<file path="src/rtl/tag_ras_unit.sv">
// Purpose: ID-stage target generator (branch/CALL) with a return-address stack for JMPL returns.
// Latency: one cycle from the ID inputs to the registered target outputs.
// Backpressure: stall freezes every register; flush squashes the ID request and leaves the RAS intact.
module tag_ras_unit #(
  parameter int AW        = 32,
  parameter int D22W      = 22,
  parameter int D30W      = 30,
  parameter int RAS_DEPTH = 4,
  parameter int CW        = $clog2(RAS_DEPTH) + 1
) (
  input  logic            clk,
  input  logic            reset,
  input  logic [AW-1:0]   pc_id,
  input  logic [D22W-1:0] disp22,
  input  logic [D30W-1:0] disp30,
  input  logic            call_id,
  input  logic            bi_id,
  input  logic            ret_id,
  input  logic            stall,
  input  logic            flush,
  output logic [AW-1:0]   tag_out,
  output logic            tag_valid,
  output logic [1:0]      tag_sel,
  output logic            ras_miss,
  output logic [CW-1:0]   ras_count
);

  localparam int PW = $clog2(RAS_DEPTH);

  localparam logic [1:0] SEL_NONE = 2'b00;
  localparam logic [1:0] SEL_BR   = 2'b01;
  localparam logic [1:0] SEL_CALL = 2'b10;
  localparam logic [1:0] SEL_RET  = 2'b11;

  logic [AW-1:0] tag_q, tag_d;
  logic          valid_q, valid_d;
  logic [1:0]    sel_q, sel_d;
  logic          miss_q, miss_d;
  logic [CW-1:0] cnt_q, cnt_d;
  logic [PW-1:0] tp_q, tp_d;
  logic [AW-1:0] ras_q [RAS_DEPTH];

  logic [AW-1:0] br_off, call_off;
  logic [AW-1:0] br_tgt, call_tgt, ret_addr;
  logic [PW-1:0] push_ptr;
  logic          push;

  // Sign-extend the word displacements to AW, scale to bytes, and form all candidate targets.
  always_comb begin
    br_off   = {{(AW-D22W){disp22[D22W-1]}}, disp22};
    call_off = {{(AW-D30W){disp30[D30W-1]}}, disp30};
    br_tgt   = pc_id + (br_off << 2);
    call_tgt = pc_id + (call_off << 2);
    ret_addr = pc_id + AW'(8);
    push_ptr = tp_q + PW'(1);
  end

  // Next-state decode: flush beats stall, stall holds everything, otherwise call > ret > branch.
  always_comb begin
    tag_d   = tag_q;
    valid_d = valid_q;
    sel_d   = sel_q;
    miss_d  = miss_q;
    cnt_d   = cnt_q;
    tp_d    = tp_q;
    push    = 1'b0;
    if (flush) begin
      tag_d   = '0;
      valid_d = 1'b0;
      sel_d   = SEL_NONE;
      miss_d  = 1'b0;
    end else if (!stall) begin
      tag_d   = '0;
      valid_d = 1'b0;
      sel_d   = SEL_NONE;
      miss_d  = 1'b0;
      if (call_id) begin
        tag_d   = call_tgt;
        valid_d = 1'b1;
        sel_d   = SEL_CALL;
        push    = 1'b1;
        tp_d    = push_ptr;
        // A push while full overwrites the oldest entry, so occupancy saturates.
        if (cnt_q != CW'(RAS_DEPTH)) cnt_d = cnt_q + CW'(1);
      end else if (ret_id) begin
        sel_d = SEL_RET;
        if (cnt_q != '0) begin
          tag_d   = ras_q[tp_q];
          valid_d = 1'b1;
          tp_d    = tp_q - PW'(1);
          cnt_d   = cnt_q - CW'(1);
        end else begin
          miss_d = 1'b1;
        end
      end else if (bi_id) begin
        tag_d   = br_tgt;
        valid_d = 1'b1;
        sel_d   = SEL_BR;
      end
    end
  end

  // Control and output registers with synchronous reset.
  always_ff @(posedge clk) begin
    if (reset) begin
      tag_q   <= '0;
      valid_q <= 1'b0;
      sel_q   <= SEL_NONE;
      miss_q  <= 1'b0;
      cnt_q   <= '0;
      tp_q    <= '0;
    end else begin
      tag_q   <= tag_d;
      valid_q <= valid_d;
      sel_q   <= sel_d;
      miss_q  <= miss_d;
      cnt_q   <= cnt_d;
      tp_q    <= tp_d;
    end
  end

  // RAS storage: contents need no reset because occupancy gates every read.
  always_ff @(posedge clk) begin
    if (!reset && push) begin
      ras_q[push_ptr] <= ret_addr;
    end
  end

  assign tag_out   = tag_q;
  assign tag_valid = valid_q;
  assign tag_sel   = sel_q;
  assign ras_miss  = miss_q;
  assign ras_count = cnt_q;

endmodule

</file>
<file path="config.mk">
export PLATFORM = sky130hd
export DESIGN_NAME = tag_ras_unit
export DESIGN_NICKNAME = d
export VERILOG_FILES = /design/src/rtl/tag_ras_unit.sv
export SDC_FILE = /design/constraint.sdc
export NUM_CORES = 1
export LEC_CHECK = 0
export CAP_MARGIN = 20
export CORE_MARGIN = 10
export CORE_UTILIZATION = 55
export DETAILED_ROUTE_END_ITERATION = 16
export PLACE_DENSITY = 0.88
export SLEW_MARGIN = 20
export SYNTH_ARGS = -nofsm -noshare
export SYNTH_HDL_FRONTEND = slang
export SYNTH_SLANG_ARGS = --single-unit
</file>
<file path="constraint.sdc">
create_clock -name clk -period 7.41 [get_ports clk]
set_input_delay 2.223 -clock clk [delete_from_list [all_inputs] [get_ports clk]]
set_output_delay 2.223 -clock clk [all_outputs]
set_load 0.03 [all_outputs]
</file>
==> results.toml, run 1 <==
[critical_path]
worstPathRequired_ns = 7.78
critPathMaxFanout = 7
endpoint_kind = "flop"
crit_type = "in -> reg"
arrival_ns = 5.92
start_kind = "primary input"

[global_routing]
grt_pass1_vias = 8344
grt-ovfl-total = 0
grt_max_degree = 34
antenna_found_initial = 0
grt_usage = 0.2489
grt_pass1_wl_um = 46690

[synth]
synthArstFlopShare = 0
synthCells = 867
synth-seq-cells = 171
yosys.area.top_type_share = 0.3860
yosysUniqueCellTypes = 70
synth_area_per_cell_sq_um = 11.48
synth-edff-count = 128
synth_top_area_cell = "edfxtp_1"
ys.flop_type = "edfxtp_1"
yosysWarnings = 0
seq_area_frac_synth = 0.4725
syn-num-nets = 1024
netlist_area_sq_um = 9957
yosys-top-cells-area = "edfxtp_1 (39%), dfxtp_1 (8.6%), ha_1 (7.9%)"

[routing]
vias_per_cell = 6.694
drtIter0Drc = 933
route.vias.total = 8274
ant_nets = 0
wire_per_inst_um = 24.33
drt_wl_total_um = 30070
drtPass1Iterations = 5
drc = 0

[placed_design]
place_ws_ns = 1.523
placed_cell_area_sq_um = 11490
routabilityCongestion = 0.9754
hpwlAfterDp_um = 21570
placed_cells = 1204
portBuffers = 129

[sta]
worstMarginPinSlew_ns = 1.054
relSlewSlack = 0.2912
setup_slack_ns = 1.860
rsz0062_at_grt = "no"
fin_tns_setup_ns = 0
fin_skew_ns = 0.01124
slew_viol_final = 0
min_period_over_period = 0.7489
hold_slack_ns = 0.4761
hold_violations = 0
finalCriticalPeriod_ns = 5.550
fmax_mhz = 180.2
finalSetupViolCount = 0

[die]
dieWidth_um = 154.6
die-height_um = 154.6
boundaryPins = 130
core_sq_um = 17900
dieArea_sq_um = 23890
fp-row-count = 49
initial_utilization = 0.5562

[clock_network]
cts_resized = 0
path_clk_slew_ns = 0.06
cts_sinks = 171
cts_setup_buffers = 0
h-tree-depth = 4
cts_tree = "yes"
cts-root-buf = "clkbuf_16"
cts_buffers = 17
cts_hold_buf = 0
clock_path_buffers = 2
insertion_delay_ns = 0.44

[cells_and_area]
fin_nets = 1151
fin_util = 0.6763
fin_area_sq_um = 12110
drive_above_1_share = 0.09633
final_common_cell = "clkdlybuf4s50_1"
fillers = 1309
final_cells = 1236
antennaDiodeCount = 0
area_growth_pct = 21.60
final_cell_mix = "clkdlybuf4s50_1 (129), edfxtp_1 (128), a21oi_1 (77)"

[min_path]
hp-class = "reg -> reg"

[run_status]
outcome = "complete, no violations"

[power_and_ir_drop]
p_per_area_nw_per_um2 = 206.4
leakage_nw = 4.328
power.total_mw = 2.499
irDropWorstVdd_mv = 0.1844

[flow_run]
cap_violations = 0
-- where the power goes --
part           leakage [nW]  switching (mW)  internal [mW]
clock                 0.303           0.374          0.554
sequential             1.50          0.0150           1.05
combinational          2.52           0.291          0.220
total                  4.33           0.679           1.82
-- final timing paths --
check | start | end | slack [ns] | cells past startpoint
max | pc_id[3] | tag_out[30] | 1.86 | 12
min | tag_sel[0] | tag_sel[0] | 0.48 | 2
min reg2reg | tag_sel[0] | tag_sel[0] | 0.48 | 2
max reg2reg | flop | tag_out[15] | 4.92 | 4
-- registers in the layout, summed over array words and instances (netlist names), named ones only --
signal and flops:
ras_q 128, tag_out 32, ras_count 3, tag_sel 2, tp_q 2, ras_miss 1
tag_valid 1
-- cell usage after synthesis, types with 7 or more instances --
cell      number
a21oi_1       77
clkbuf_1      24
nor2b_1        7
a21o_1        22
inv_1         18
xnor2_1       53
nand3_1       24
nand2_1       53
a211oi_1      11
ha_1          63
nor2_1        40
edfxtp_1     128
o21ai_0       55
nor3_1        25
a221oi_1      17
and3_1        14
o21bai_1       7
dfxtp_1       43
nand4_1       13
xor2_1        28
mux4_2        32
-- final cells by class --
type	count	area, sq um	share of cell area
Clock inverter	8	102.6	0.008474
Sequential cell	171	4707	0.3888
Multi-Input combinational cell	643	5039	0.4161
Tap cell	229	286.5	0.02366
Inverter	19	71.32	0.005890
Timing Repair Buffer	142	1389	0.1147
Clock buffer	24	513.0	0.04237
-- routing by layer --
layer	share of wire	track usage
met3	0.10	0.06212
met2	0.48	0.4093
met1	0.38	0.3046
met5	0	0
met4	0.040	0.1071
-- worst max-delay path, stage by stage --
cell and delay (ns):
clkdlybuf4s50_1 0.71, inv_1 0.19, fa_1 0.48, nor2b_1 0.24, o31ai_2 0.13, a31oi_1 0.29, a31oi_1 0.23, o31ai_1 0.61
a21oi_1 0.20, xor2_1 0.20, o41ai_1 0.26, a31o_2 0.15
-- logic make-up after synthesis --
group	share of synthesized area
compound gates	0.1766
xor+xnor	0.07125
fa+ha+maj	0.08520
buf+inv	0.02149
flops	0.4725
mux	0.07640
simple gates	0.09663
No activity file was read; power rests on OpenSTA's default activity.
==> run 2, diff against run 1 <==
==> constraint.sdc (replaced) <==
create_clock -name clk -period 5.4 [get_ports clk]
set_input_delay 1.62 -clock clk [delete_from_list [all_inputs] [get_ports clk]]
set_output_delay 1.62 -clock clk [all_outputs]
set_load 0.03 [all_outputs]
==> run 2 against run 1 <==
Sequential cell count is the same. Highest routed layer unchanged. Clock power grew 39%. Total power grew 38%. Non-clock buffer count grew 11. Critical endpoint is now tag_out[26]. Via count shrank 0.98%. Sequential power grew 38%.
==> results.toml, run 2 (synthesized netlist as in run 1, its figures left out) <==
[global_routing]
grt-ovfl-total = 0
use_met2 = 0.4059
grt_use_met3 = 0.06267
use_met1 = 0.3084
grt_pass1_wl_um = 46740
antenna_found_initial = 0
grt_usage = 0.2484
grt_max_degree = 34
grt_pass1_vias = 8218
busiest_layer = "met2"

[die]
dieArea_sq_um = 23890
core_sq_um = 17900
dieWidth_um = 154.6
die-height_um = 154.6
initial_utilization = 0.5562
boundaryPins = 130
fp-row-count = 49

[power_and_ir_drop]
power.total_mw = 3.447
leakage_nw = 4.396
p_per_area_nw_per_um2 = 282.3
internal-power_mw = 2.491
p_sw_mw = 0.9559
clockPowerShare = 0.375
irDropWorstVdd_mv = 0.2626
switching_share = 0.2773
power_frac_comb = 0.203
p_seq_frac = 0.422

[routing]
drc = 0
route.vias.total = 8193
drtIter0Drc = 962
wire_per_inst_um = 24.17
vias_per_cell = 6.570
ant_nets = 0
drtPass1Iterations = 8
drt_wl_total_um = 30140

[critical_path]
crit_path_frequent_cell = "a31oi_1"
r2r_setup_slack_ns = 2.83
worstPathRequired_ns = 5.72
slowest_stage = "clkdlybuf4s50_1"
critPathMaxFanout = 6
arrival_ns = 5.09
critPathBufInv = 2
start_kind = "primary input"
r2r_end = "tag_out[30]"
crit_type = "in -> reg"
reg2regPathDepth = 6
slowest_delay_ns = 0.59
path_cells = "clkdlybuf4s50_1 > ha_1 > inv_1 > fa_1 > nor2b_1 > o31ai_2 > a31oi_1 > a31oi_1 > o41ai_1 > a31oi_1 > xnor2_1 > a221oi_1 > nor2_1"
endpoint_kind = "flop"
cpLargestDelayFamily = "compound AO/OA/AOI/OAI gates"

[cells_and_area]
area_growth_pct = 22.66
final_cells = 1247
largest_register = "ras_q"
fin_util = 0.6822
final_common_cell = "clkdlybuf4s50_1"
fin_area_sq_um = 12210
largest_reg_flops = 128
final_cell_mix = "clkdlybuf4s50_1 (129), edfxtp_1 (128), a21oi_1 (77)"
antennaDiodeCount = 0
drive_above_1_share = 0.1071
fin_nets = 1162

[sta]
hold_violations = 0
finalSetupViolCount = 0
slew_viol_final = 0
min_period_over_period = 0.8822
setup_slack_ns = 0.6361
finalCriticalPeriod_ns = 4.764
fin_skew_ns = 0.01159
relSlewSlack = 0.3380
worstMarginPinSlew_ns = 0.9930
fmax_mhz = 209.9
hold_slack_ns = 0.4791
fin_tns_setup_ns = 0
rsz0062_at_grt = "no"

[clock_network]
cts_hold_buf = 0
cts_sinks = 171
cts-root-buf = "clkbuf_16"
path_clk_slew_ns = 0.07
h-tree-depth = 4
cts_resized = 0
cts_tree = "yes"
insertion_delay_ns = 0.45
cts_buffers = 17
clock_path_buffers = 2
cts_setup_buffers = 0

[placed_design]
place_ws_ns = 0.2784
hpwlAfterDp_um = 21250
portBuffers = 129
placed_cells = 1215
routabilityCongestion = 0.9712
placed_cell_area_sq_um = 11590

[min_path]
hp-class = "reg -> reg"
hp-start = "tag_out[10]"
holdPathStages = 2
min_to = "tag_out[10]"

[run_status]
outcome = "complete, no violations"

[flow_run]
cap_violations = 0
## run 2: changes by cell type in the layout (fill, tap and decap cells not counted), sizes merged
cell / previous run / this run
clkbuf: 24 / 23
inv: 21 / 24
buf: 13 / 24
clkinvlp: 1 / 0
bufinv: 2 / 1
## run 2: tightest hold or removal path, cell delays in order, from the launching register on
cell     delay (ns)
dfxtp_1        0.32
nand2_1        0.06
a21oi_1        0.05
## run 2: layer usage
layer,vias up,share of wire
met5,-,0
met4,0,0.030
met3,82,0.12
met2,534,0.48
met1,3927,0.38
li1,3650,-
## run 2: worst max-delay path by stage
| stage | startpoint | to | slack [ns] | depth (start not counted) |
|---|---|---|---|---|
| after global placement | pc_id[2] | tag_out[26] | 0.43 | 13 |
| final | pc_id[2] | tag_out[26] | 0.64 | 13 |
| after CTS | pc_id[2] | tag_out[26] | 0.71 | 13 |
| after floorplan | pc_id[2] | tag_out[26] | 1.43 | 12 |
| after detailed placement | pc_id[2] | tag_out[26] | 0.28 | 13 |
| after global routing | pc_id[2] | tag_out[26] | 0.39 | 13 |
## run 2: area by class of cell
| class | instances | area (sq um) |
|---|---|---|
| clock buffer | 23 | 531.8 |
| clock inverter | 9 | 93.84 |
| fill | 1289 | 5689 |
| inverter | 19 | 71.32 |
| multi-input combinational | 643 | 5039 |
| sequential | 171 | 4707 |
| tap | 229 | 286.5 |
| timing repair buffer | 153 | 1484 |
## run 2: power by group through the flow
stage                     logic (mW)  registers, mW  clock network [mW]
final                          0.699           1.46                1.29
after global placement         0.668           1.48                   0
after CTS                      0.685           1.46                1.29
after global routing           0.752           1.46                1.35
after detailed placement       0.677           1.48                   0
after floorplan                0.418           1.50                   0
